## src/rtl/bram_arbiter.sv

```systemverilog
// ---------------------------------------------------------------------------
// bram_arbiter
//
// Two-requester round-robin arbiter and sequencer in front of a single-port
// bram. Requester 0 is normally instruction fetch, requester 1 the data
// load/store path. One transaction is in flight at a time: the request is
// latched on accept, the bram strobe is driven for exactly one cycle, the
// arbiter waits for mem_done and returns a registered one-cycle response to
// the requester that owns the transaction.
//
// Timing: accept at T, strobe at T+1, mem_done at T+2, resp_valid at T+3.
// The next accept can happen at T+3 (1 access per 3 cycles).
//
// Optional build macro:
//   BRAM_ARB_TIMEOUT_EN  - when defined, WAIT gives up after TIMEOUT_CYC
//                          cycles without mem_done and answers with
//                          resp_err=1, resp_rdata=0. When undefined, WAIT
//                          lasts until mem_done and resp_err is tied to 0.
//
// Ports:
//   clk         in   system clock, all logic on posedge
//   res_n       in   synchronous active-low reset
//   req_valid   in   [1:0]  request valid, bit i = requester i
//   req_write   in   [1:0]  1 = write, 0 = read
//   req_addr    in   [2*ADDR_W-1:0]  requester i at [i*ADDR_W +: ADDR_W]
//   req_wdata   in   [2*DATA_W-1:0]  requester i at [i*DATA_W +: DATA_W]
//   req_ready   out  [1:0]  request accepted when valid & ready
//   resp_valid  out  [1:0]  one-cycle response pulse per requester
//   resp_rdata  out  [DATA_W-1:0]  read data, 0 for writes and timeouts
//   resp_err    out  timeout flag, qualified by resp_valid
//   mem_addr    out  [ADDR_W-1:0]  bram address, held ISSUE..WAIT
//   mem_wdata   out  [DATA_W-1:0]  bram write data, held ISSUE..WAIT
//   mem_read    out  bram read strobe (one cycle)
//   mem_write   out  bram write strobe (one cycle)
//   mem_rdata   in   [DATA_W-1:0]  bram read data
//   mem_done    in   bram completion
// ---------------------------------------------------------------------------
module bram_arbiter #(
    parameter int ADDR_W      = 32,
    parameter int DATA_W      = 32,
    parameter int TIMEOUT_CYC = 16
) (
    input  logic                clk,
    input  logic                res_n,
    input  logic [1:0]          req_valid,
    input  logic [1:0]          req_write,
    input  logic [2*ADDR_W-1:0] req_addr,
    input  logic [2*DATA_W-1:0] req_wdata,
    output logic [1:0]          req_ready,
    output logic [1:0]          resp_valid,
    output logic [DATA_W-1:0]   resp_rdata,
    output logic                resp_err,
    output logic [ADDR_W-1:0]   mem_addr,
    output logic [DATA_W-1:0]   mem_wdata,
    output logic                mem_read,
    output logic                mem_write,
    input  logic [DATA_W-1:0]   mem_rdata,
    input  logic                mem_done
);

    // state | meaning
    // ------+-------------------------------------------------------------
    // IDLE  | no transaction; grant offered to a valid requester
    // ISSUE | one-cycle bram read or write strobe
    // WAIT  | waiting for mem_done (or timeout when enabled)
    typedef enum logic [1:0] {
        IDLE  = 2'd0,
        ISSUE = 2'd1,
        WAIT  = 2'd2
    } state_t;

    if (TIMEOUT_CYC < 1) begin : g_bad_timeout
        $error("bram_arbiter: TIMEOUT_CYC must be at least 1");
    end

    state_t              r_state;
    state_t              w_state_nxt;

    logic                r_last_grant;
    logic                r_grant;
    logic                r_write;
    logic [ADDR_W-1:0]   r_addr;
    logic [DATA_W-1:0]   r_wdata;
    logic [1:0]          r_resp_valid;
    logic [DATA_W-1:0]   r_resp_rdata;

    logic                w_sel;
    logic                w_accept;
    logic                w_mem_read;
    logic                w_mem_write;
    logic                w_finish;
    logic                w_timeout;
    logic                w_to_expire;

    // -----------------------------------------------------------------------
    // Grant selection. With a single requester valid it wins outright; with
    // both valid the one that was not served last wins. Ready is gated by
    // res_n so nothing is offered while reset is being held.
    // -----------------------------------------------------------------------
    always_comb begin
        w_sel = 1'b0;
        if (&req_valid) begin
            w_sel = ~r_last_grant;
        end else begin
            w_sel = req_valid[1];
        end
    end

    assign w_accept  = (r_state == IDLE) && res_n && (|req_valid);
    assign req_ready = w_accept ? (w_sel ? 2'b10 : 2'b01) : 2'b00;

    // -----------------------------------------------------------------------
    // Optional WAIT timeout: a down-counter loaded during ISSUE, so every
    // entry into WAIT starts from a full count. Terminal count 0 in WAIT
    // means TIMEOUT_CYC WAIT cycles have passed without mem_done.
    // -----------------------------------------------------------------------
`ifdef BRAM_ARB_TIMEOUT_EN
    localparam int TO_W = (TIMEOUT_CYC > 1) ? $clog2(TIMEOUT_CYC) : 1;

    logic [TO_W-1:0] r_to_cnt;
    logic            r_resp_err;

    always_ff @(posedge clk) begin
        if (!res_n) begin
            r_to_cnt <= '0;
        end else if (r_state == ISSUE) begin
            r_to_cnt <= TO_W'(TIMEOUT_CYC - 1);
        end else if ((r_state == WAIT) && (r_to_cnt != '0)) begin
            r_to_cnt <= r_to_cnt - 1'b1;
        end
    end

    assign w_to_expire = (r_to_cnt == '0);
`else
    assign w_to_expire = 1'b0;
`endif

    // -----------------------------------------------------------------------
    // FSM: state register
    // -----------------------------------------------------------------------
    always_ff @(posedge clk) begin
        if (!res_n) begin
            r_state <= IDLE;
        end else begin
            r_state <= w_state_nxt;
        end
    end

    // -----------------------------------------------------------------------
    // FSM: next state and strobes
    // -----------------------------------------------------------------------
    always_comb begin
        w_state_nxt = r_state;
        w_mem_read  = 1'b0;
        w_mem_write = 1'b0;
        w_finish    = 1'b0;
        w_timeout   = 1'b0;
        case (r_state)
            IDLE: begin
                if (w_accept) begin
                    w_state_nxt = ISSUE;
                end
            end
            ISSUE: begin
                w_mem_read  = ~r_write;
                w_mem_write = r_write;
                w_state_nxt = WAIT;
            end
            WAIT: begin
                // mem_done wins over a timeout landing in the same cycle.
                if (mem_done) begin
                    w_finish    = 1'b1;
                    w_state_nxt = IDLE;
                end else if (w_to_expire) begin
                    w_finish    = 1'b1;
                    w_timeout   = 1'b1;
                    w_state_nxt = IDLE;
                end
            end
            default: begin
                w_state_nxt = IDLE;
            end
        endcase
    end

    // -----------------------------------------------------------------------
    // Datapath: request latch, round-robin history and registered response.
    // -----------------------------------------------------------------------
    always_ff @(posedge clk) begin
        if (!res_n) begin
            r_last_grant <= 1'b1;
            r_grant      <= 1'b0;
            r_write      <= 1'b0;
            r_addr       <= '0;
            r_wdata      <= '0;
            r_resp_valid <= 2'b00;
            r_resp_rdata <= '0;
        end else begin
            r_resp_valid <= 2'b00;
            if (w_accept) begin
                r_grant      <= w_sel;
                r_last_grant <= w_sel;
                r_write      <= w_sel ? req_write[1] : req_write[0];
                r_addr       <= w_sel ? req_addr[2*ADDR_W-1:ADDR_W]
                                      : req_addr[ADDR_W-1:0];
                r_wdata      <= w_sel ? req_wdata[2*DATA_W-1:DATA_W]
                                      : req_wdata[DATA_W-1:0];
            end
            if (w_finish) begin
                r_resp_valid <= r_grant ? 2'b10 : 2'b01;
                r_resp_rdata <= (r_write || w_timeout) ? '0 : mem_rdata;
            end
        end
    end

`ifdef BRAM_ARB_TIMEOUT_EN
    always_ff @(posedge clk) begin
        if (!res_n) begin
            r_resp_err <= 1'b0;
        end else if (w_finish) begin
            r_resp_err <= w_timeout;
        end
    end

    assign resp_err = r_resp_err;
`else
    assign resp_err = 1'b0;
`endif

    assign resp_valid = r_resp_valid;
    assign resp_rdata = r_resp_rdata;
    assign mem_addr   = r_addr;
    assign mem_wdata  = r_wdata;
    assign mem_read   = w_mem_read;
    assign mem_write  = w_mem_write;

endmodule

```

## config.mk

```make
export PLATFORM = sky130hd
export DESIGN_NAME = bram_arbiter
export DESIGN_NICKNAME = d
export VERILOG_FILES = /design/src/rtl/bram_arbiter.sv
export SDC_FILE = /design/constraint.sdc
export NUM_CORES = 1
export LEC_CHECK = 0
export ABC_AREA = 1
export CORE_MARGIN = 2
export CORE_UTILIZATION = 38
export CTS_CLUSTER_SIZE = 25
export DETAILED_ROUTE_END_ITERATION = 7
export GPL_TIMING_DRIVEN = 0
export PLACE_DENSITY = 0.81
export SLEW_MARGIN = 25
export SYNTH_ARGS = -nofsm -noshare
export SYNTH_HDL_FRONTEND = slang
export SYNTH_SLANG_ARGS = --single-unit
```

## constraint.sdc

```tcl
create_clock -name clk -period 1.7 [get_ports clk]
set_clock_uncertainty 0.2 [all_clocks]
set_input_delay 0.34 -clock clk [delete_from_list [all_inputs] [get_ports clk]]
set_output_delay 0.34 -clock clk [all_outputs]
set_load 0.05 [all_outputs]
```

==> run summary, run 1 <==
CP Capture Type: output port
DIE HEIGHT: 114 µm
WS Path Type: flop to output port
Vias in the first global route: 5194
Clk_lat worst skew: 0.34 ns
First-pass GRT wire length: 25600 µm
Clock Tree Buf Depth: 2
Final worst path period share: 1.13
Top post-synthesis cells by area: dfxtp_1 45%, nand2_1 24%, nand3_1 11%
Syn Area/Cell: 6.78 µm²
Clock slew at reported path FFs: 0.08 ns
All-Layer GR Usage: 0.249
Final hold vios: 0
Die W: 114 µm
Hold-fix buffers, CTS: 0
Area growth from synthesis to layout: 75.6%
EDFF count, synth: 0
TritonCTS buffer count: 9
Routability cong.: 0.849
Final core utilization: 0.677
Global route overflow: 0
Area share of the largest cell type after synthesis: 0.451
Final Power: 6.52 mW
Slew @ Worst Pin: 0.519 ns
Hold wc startpoint: res_n
Starting Density: 0.386
Detailed router's first-iteration violation count: 371
Drt total wl: 16700 µm
Failing checks: negative setup slack
Final worst slack: -0.221 ns
Cell Area, Synth: 0.00458 mm²
Max-slew violations: 0
DRC Markers: 0
FF-to-FF path depth: 8
CP most frequent cell: nor2_4
Top-count cell post-synth: nand2_1
I/O pin count: 270
Share of layout cells above drive strength 1: 0.193
Critical Path Source Type: flop
Detailed-route via count: 5465
Fin crit period: 1.92 ns
Worst hold path type: input pin to flop
CP top delay family: flip-flops
Clk sinks: 103
Most used DFF post-synth: dfxtp_1
Count of input and output buffers: 267
RSZ-0062 raised after global routing: true
Nets: 1129
PD cells: 812 mW/mm²
Routed WL per cell: 15.0 µm
Number of antenna diodes: 0
Die ar.: 0.0129 mm²
Sum of buffers and inverters on the critical path: 3
Hold path depth: 3
CTS tree: yes
CP arrival: 1.38 ns
Post-synth top cells: 298 x nand2_1, 103 x dfxtp_1, 99 x nand3_1
Pleak: 3.32 nW
Slowest cell on the critical path: dfxtp_2
Synth unique cells: 20
Peak supply drop: 0.455 mV
Slowest stage delay, CP: 0.36 ns
Crit path required time: 1.16 ns
Slew margin rel.: 0.654
Worst R2R End: mem_wdata[27]
Max cap viols: 0
R2r startpoint: r_state[1]
Met3 Use GR: 0.0558
Outcome: finished with violations
Synth warnings: 0
Post-synthesis cell count: 675
Largest net degree at the start of global routing: 19
H-tree depth: 3
Syn_nets: 842
Hpwl dp: 12300 µm
Post-synth top area cell: dfxtp_1
Root Driver: clkbuf_16
Setup TNS: -0.813 ns
Final setup fails: 4
Post-DRT Antenna Nets: 0
Rows: 40
Sequential area share after synthesis: 0.451
Crit Path Max Fanout: 5
Worst reg2reg setup slack: 0.09 ns
Max Fclk: 520 MHz
Met1 usage: 0.298
CORE AREA: 0.0119 mm²
Via density per instance: 4.91
Initial antenna violation count: 0
Met2 usage: 0.423
GRT busiest layer: met2
WHS Endpoint: resp_rdata[1]
Async set or reset register ratio after synthesis: 0
#FFs+latches synth: 103
Crit-path cells: nor2_4, nand2_2, nor2_4, buf_6, nand2_4, clkinvlp_4, buf_8
Drt first pass iters: 5
-- worst register-to-register path, cell delays in order, from the launching register on --
cell	delay, ns
dfxtp_2	0.36
nor2_4	0.12
nand2_2	0.08
nor2_4	0.11
buf_6	0.12
buf_4	0.18
buf_6	0.16
nand2_1	0.07
a21oi_1	0.14
-- stage by stage --
step,cell area (µm²),std cells,hold WS [ns],setup WS (ns)
floorplan,4580,675,0.213,-0.170
global placement,7440,1089,0.231,-1.31
detailed placement,7440,1089,0.227,-1.35
CTS,7990,1112,0.180,-0.245
global route,8030,1114,0.207,-0.287
finish,8030,1114,0.189,-0.221
-- what timing repair did --
action / 4_1_cts / 5_1_grt
gates resized for setup: 346 / 18
setup endpoints to repair: 144 / 48
buffers inserted: 8 / 2
endpoints found under the hold margin: 0 / 0
pin swaps: 4 / 1
-- layout make-up --
class / instances / area, µm²
repair buffers: 277 / 2880
fillers: 1043 / 3830
inverters: 7 / 36.3
clock inverters: 6 / 51.3
flip-flops and latches: 103 / 2070
well taps: 147 / 184
multi-input cells: 509 / 2240
plain buffers: 55 / 339
clock buffers: 10 / 239
-- cell usage in the layout, fill, tap and decap left out --
master	n
inv_8	1
buf_6	7
nor2_4	5
buf_4	18
clkbuf_4	1
o21ai_0	32
nand3_4	1
buf_2	18
clkdlybuf4s50_1	163
buf_1	3
clkinv_4	1
clkdlybuf4s18_2	1
clkinv_2	1
inv_6	3
dfxtp_1	100
conb_1	1
clkinvlp_4	2
clkbuf_1	13
clkdlybuf4s15_1	1
clkbuf_2	5
dfxtp_2	3
nand2_2	3
a21oi_1	67
nor2_2	1
nand3_1	99
nand2_1	294
clkbuf_8	1
or2_4	1
nand3b_1	1
nor2_1	2
clkbuf_16	10
inv_2	2
buf_8	3
inv_1	2
dlygate4sd2_1	1
inv_4	1
nand2_4	1
clkdlybuf4s15_2	97
nand4_1	1
-- logic make-up (layout without fill, tap and decap cells) --
group                  Yosys count  in the layout  synth area share
DFF                            103            103             0.451
AOI/OAI and AO/OA               99             99             0.108
and+or+nand+nor                409            409             0.369
buffers and inverters           63            355            0.0716
other                            1              1          0.000820
-- state kept, by name, summed over array words and instances, names as in the netlist --
name / flops
resp_valid: 2
mem_addr: 32
r_grant: 1
r_last_grant: 1
mem_wdata: 32
resp_rdata: 32
r_write: 1
r_state: 2
-- report_power, final --
part	switching (mW)	leakage (nW)	internal (mW)
clock	0.986	0.146	1.06
sequential	0.0726	0.839	2.54
combinational	1.07	2.34	0.795
total	2.12	3.32	4.40
-- worst max path at each step --
| stage | startpoint | cells after the start | end | slack (ns) |
|---|---|---|---|---|
| after floorplan | r_state[0] | 3 | mem_read | -0.17 |
| after global placement | req_valid[1] | 8 | req_ready[1] | -1.31 |
| after detailed placement | req_valid[1] | 8 | req_ready[1] | -1.35 |
| after CTS | r_state[0] | 7 | req_ready[1] | -0.24 |
| after global routing | r_state[1] | 7 | req_ready[1] | -0.29 |
| final | r_state[1] | 7 | req_ready[1] | -0.22 |
-- per-layer routing --
layer	part of all wire	vias to the layer above	routed length, µm
met2	0.48	210	7930
met4	0.040	0	673
met3	0.068	50	1130
li1	-	2754	-
met5	0	-	0
met1	0.42	2451	6930
Note: power is estimated with default switching activity, not from simulation.
==> run 2, diff against run 1 <==
- PLACE_DENSITY: 0.81 -> 0.87
==> run 2 against run 1 <==
Against the previous run: the flow still finishes with violations (negative setup slack); combinational power is essentially flat; worst setup slack lost 0.046 ns; utilization grew 0.15 points; largest cell class unchanged; clock power grew 6%; sequential share of layout area is essentially flat; register-to-register slack lost 0.05 ns; via count grew 1.6%; sequential cell count is the same; cell count grew 0.18%; design area grew 0.22%; global-route usage is essentially flat; critical path type unchanged.
==> run summary, run 2 (same netlist as run 1, synthesis figures left out) <==
Drt first pass iters: 5
Switch Pwr: 2.14 mW
Routability cong.: 0.845
Routed WL per cell: 15.2 µm
Final worst path period share: 1.16
Max Fclk: 508 MHz
Drt total wl: 16900 µm
Largest net degree at the start of global routing: 20
Slew @ Worst Pin: 0.560 ns
Fin crit period: 1.97 ns
CP arrival: 1.43 ns
Crit path required time: 1.16 ns
Initial antenna violation count: 1
Multi-input logic area: 0.00223 mm²
Commonest non-fill, non-tap cell in the layout: nand2_1
Slew margin rel.: 0.627
Int Pwr: 4.51 mW
Final hold vios: 0
Crit Path Max Fanout: 4
Vias in the first global route: 5138
CTS tree: yes
WS Path Type: flop to output port
Setup WS pre-CTS: -1.30 ns
Register area: 0.00207 mm²
Filler instances: 1004
DIE HEIGHT: 114 µm
Sequential cell fraction of total power: 0.393
Detailed router's first-iteration violation count: 324
Clock Tree Buf Depth: 2
Via density per instance: 4.97
Die W: 114 µm
TritonCTS buffer count: 9
I/O pin count: 270
H-tree depth: 3
Final setup fails: 4
Clk_lat worst skew: 0.34 ns
Post-Layout Cell Count: 1116
CP Capture Type: output port
Global route overflow: 0
Peak supply drop: 0.619 mV
DRC Markers: 0
CORE AREA: 0.0119 mm²
Outcome: finished with violations
Placed instance count: 1089
Share of layout cells above drive strength 1: 0.195
RSZ-0062 raised after global routing: true
Clock slew at reported path FFs: 0.08 ns
Failing checks: negative setup slack
Max-slew violations: 0
PD cells: 826 mW/mm²
Detailed-route via count: 5550
Rows: 40
Starting Density: 0.386
Root Driver: clkbuf_16
Nets: 1130
Post-DRT Antenna Nets: 0
Worst hold path type: input pin to flop
Comb power frac: 0.280
Most used cells in the layout excluding fill and tap cells: 294 x nand2_1, 163 x clkdlybuf4s50_1, 99 x nand3_1, 99 x dfxtp_1, 98 x clkdlybuf4s15_2
Pleak: 3.33 nW
Critical Path Source Type: flop
Clock power frac: 0.326
Area growth from synthesis to layout: 76.0%
Count of input and output buffers: 267
Max cap viols: 0
Die ar.: 0.0129 mm²
Sw Share: 0.322
Final worst slack: -0.267 ns
All-Layer GR Usage: 0.249
Clk sinks: 103
First-pass GRT wire length: 25700 µm
Hpwl dp: 12200 µm
==> run 2: worst paths after layout <==
path	slack (ns)	start	cells after the start	to
max reg2reg	0.04	r_state[1]	4	resp_rdata[12]
min	0.19	res_n	3	resp_rdata[1]
max	-0.27	r_state[1]	7	req_ready[1]
min reg2reg	0.25	r_grant	1	resp_valid[0]
==> run 2: through the flow <==
step           power [mW]  cell area (µm²)  hold WS [ns]  utilization  TNS [ns]
6_report             6.65             8050         0.188        0.679    -0.805
3_5_place_dp         4.49             7440         0.242        0.627    -31.31
3_3_place_gp         4.47             7440         0.231        0.627    -28.88
2_1_floorplan        3.67             4580         0.213            -    -0.444
5_1_grt              6.94             8050         0.187        0.679     -1.34
4_1_cts              6.66             8010         0.173        0.675    -0.742
==> run 2: metal layers <==
| layer | wire length (µm) | vias up | GRT usage | part of all wire |
|---|---|---|---|---|
| met4 | 438 | 0 | 0.0943 | 0.026 |
| met3 | 1080 | 32 | 0.0638 | 0.064 |
| met1 | 6890 | 2572 | 0.294 | 0.41 |
| met5 | 0 | - | 0 | 0 |
| li1 | - | 2762 | - | - |
| met2 | 8510 | 184 | 0.437 | 0.50 |
==> run 2: worst max-delay path, stage by stage, from the launching register on <==
cell	delay, ns
dfxtp_4	0.37
nor2_4	0.15
nand2_2	0.09
nor2_4	0.10
buf_6	0.12
nand2_4	0.05
clkinvlp_4	0.06
buf_8	0.14
==> run 2: power groups by stage <==
| stage | Combinational, mW | Clock [mW] | Sequential, mW |
|---|---|---|---|
| after detailed placement | 1.82 | 0 | 2.66 |
| after CTS | 1.85 | 2.20 | 2.61 |
| after global routing | 2.00 | 2.31 | 2.63 |
| after floorplan | 0.597 | 0 | 3.08 |
| final | 1.86 | 2.17 | 2.62 |
| after global placement | 1.81 | 0 | 2.66 |
==> run 2: layout make-up <==
cell class                 instances  share of cell area
sequential                       103               0.257
clock buffer                       9              0.0280
clock inverter                     7              0.0110
inverter                           7             0.00451
multi-input combinational        509               0.277
tap                              147              0.0228
buffer                            54              0.0396
timing repair buffer             279               0.360
antenna                            1            0.000311
==> run 2: repair_timing <==
item                                   in CTS  in global routing
endpoints found under the hold margin       0                  0
gates cloned                                0                  0
pin swaps                                   4                  4
hold buffers                                0                  0
resized for setup                         345                 18
buffers inserted                            9                  3
setup endpoints to repair                 143                 39
==> run 3, diff against run 2 <==
- CORE_MARGIN: 2 -> 5
==> run 3 against run 2 <==
Against the previous run: sequential power is essentially flat; register-to-register slack gained 0.04 ns; global-route usage shrank 1.8 points; sequential share of layout area shrank 0.47 points; the run still ends with negative setup slack left; count of clock-buffer cells in the layout grew 1; design area grew 1.8%; worst setup slack gained 0.046 ns; via count shrank 1.2%; critical endpoint is now req_ready[0]; cell count grew 0.45%; first-iteration DRC count shrank 12%.
==> run summary, run 3 (same netlist as run 1, synthesis figures left out) <==
I/O pin count: 270
WL met2: 8720 µm
Filler instances: 996
Area growth from synthesis to layout: 79.2%
Final core utilization: 0.688
Drt total wl: 17700 µm
Die W: 120 µm
Clk sinks: 103
Placed instance count: 1089
Crit Path Max Fanout: 3
Die ar.: 0.0143 mm²
TritonCTS buffer count: 9
Crit path required time: 1.16 ns
Hold wc startpoint: res_n
Post-DRT Antenna Nets: 0
Hold-fix buffers, CTS: 0
Slew margin rel.: 0.609
Uppermost routed layer: met5
Clock power frac: 0.320
Final worst path period share: 1.13
Outcome: finished with violations
Hold_ws: 0.189 ns
Most used cells in the layout excluding fill and tap cells: 294 x nand2_1, 163 x clkdlybuf4s50_1, 100 x dfxtp_1, 99 x nand3_1, 98 x clkdlybuf4s15_2
RSZ-0062 raised after global routing: true
Final setup fails: 4
Metal-1 WL: 7120 µm
Global route overflow: 0
FF-to-FF path depth: 4
Pleak: 3.39 nW
Fin crit period: 1.92 ns
Worst R2R End: resp_rdata[2]
Worst hold path type: input pin to flop
Routed WL per cell: 15.7 µm
First-pass GRT wire length: 26300 µm
DRC Markers: 0
Switch Pwr: 2.13 mW
Max Fclk: 521 MHz
Int Pwr: 4.57 mW
Share of layout cells above drive strength 1: 0.198
Final worst slack: -0.221 ns
Post-Layout Cell Count: 1121
Commonest non-fill, non-tap cell in the layout: nand2_1
Post-DP Area: 0.00744 mm²
WHS Endpoint: resp_rdata[1]
Met3 wire length: 1250 µm
CP arrival: 1.38 ns
Clock slew at reported path FFs: 0.07 ns
Via density per instance: 4.89
H-tree depth: 3
Initial antenna violation count: 2
Rows: 40
Drt first pass iters: 5
Sw Share: 0.318
Nets: 1135
Setup WS pre-CTS: -1.30 ns
WS Path Type: flop to output port
CORE AREA: 0.0119 mm²
Slew @ Worst Pin: 0.587 ns
Final hold vios: 0
Count of input and output buffers: 267
Clock Tree Buf Depth: 2
Root Driver: clkbuf_16
Worst reg2reg setup slack: 0.08 ns
Clk_lat worst skew: 0.34 ns
All-Layer GR Usage: 0.232
Peak supply drop: 0.481 mV
DIE HEIGHT: 120 µm
Detailed-route via count: 5481
Detailed router's first-iteration violation count: 286
Fin area: 0.00820 mm²
Comb power frac: 0.290
Vias in the first global route: 5053
Hpwl dp: 13100 µm
Starting Density: 0.384
Sequential cell fraction of total power: 0.390
Max-slew violations: 0
Largest net degree at the start of global routing: 19
PD cells: 817 mW/mm²
Failing checks: negative setup slack
Max cap viols: 0
CP Capture Type: output port
Hold path depth: 3
CTS tree: yes
Routability cong.: 0.884
R2r startpoint: r_write
Critical Path Source Type: flop
-- run 3: changes by cell type in the layout (fill, tap and decap cells not counted), sizes merged --
cell    delta
clkbuf     +3
buf        +2
clkinv     -3
inv        +2
bufbuf     +1
-- run 3: stage by stage --
step	TNS, ns	total power [mW]
3_3_place_gp	-29.99	4.47
5_1_grt	-1.08	6.99
2_1_floorplan	-0.444	3.67
3_5_place_dp	-31.19	4.49
6_report	-0.844	6.70
4_1_cts	-0.872	6.69
-- run 3: cell type report --
class	count	area, µm²	share of cell area
antenna	1	2.50	0.000305
buffer	55	379	0.0462
clock buffer	10	229	0.0279
clock inverter	6	75.1	0.00916
inverter	7	32.5	0.00397
multi-input combinational	509	2240	0.273
sequential	103	2070	0.252
tap	147	184	0.0224
timing repair buffer	283	2990	0.365
-- run 3: power groups by stage --
stage | sequential (mW) | combinational (mW) | clock [mW]
floorplan | 3.08 | 0.597 | 0
global placement | 2.66 | 1.81 | 0
detailed placement | 2.66 | 1.82 | 0
CTS | 2.61 | 1.89 | 2.19
global route | 2.63 | 2.08 | 2.28
finish | 2.61 | 1.95 | 2.14
-- run 3: worst max-delay path by stage --
stage,start,endpoint,slack [ns],cells past startpoint
3_5_place_dp,req_valid[1],req_ready[1],-1.30,8
6_report,r_state[1],req_ready[0],-0.22,6
4_1_cts,r_state[0],req_ready[1],-0.23,7
2_1_floorplan,r_state[0],mem_read,-0.17,3
3_3_place_gp,req_valid[1],req_ready[1],-1.31,8
5_1_grt,r_state[1],req_ready[1],-0.27,7
-- run 3: metal layers --
metal / vias up / track usage
met5: - / 0
met2: 193 / 0.405
met1: 2479 / 0.270
li1: 2768 / -
met4: 2 / 0.0966
met3: 39 / 0.0580
-- run 3: critical path, stage by stage, from the launching register on --
cell     delay (ns)
dfxtp_4        0.36
nor2_4         0.12
buf_6          0.11
nand3_4        0.06
buf_8          0.13
nor2_4         0.10
buf_8          0.15
-- run 3: timing repair --
action / CTS / global route
gates resized for setup: 348 / 32
endpoints found under the setup margin: 129 / 73
pin swaps: 5 / 3
buffers inserted: 15 / 4
cloned: 1 / 2
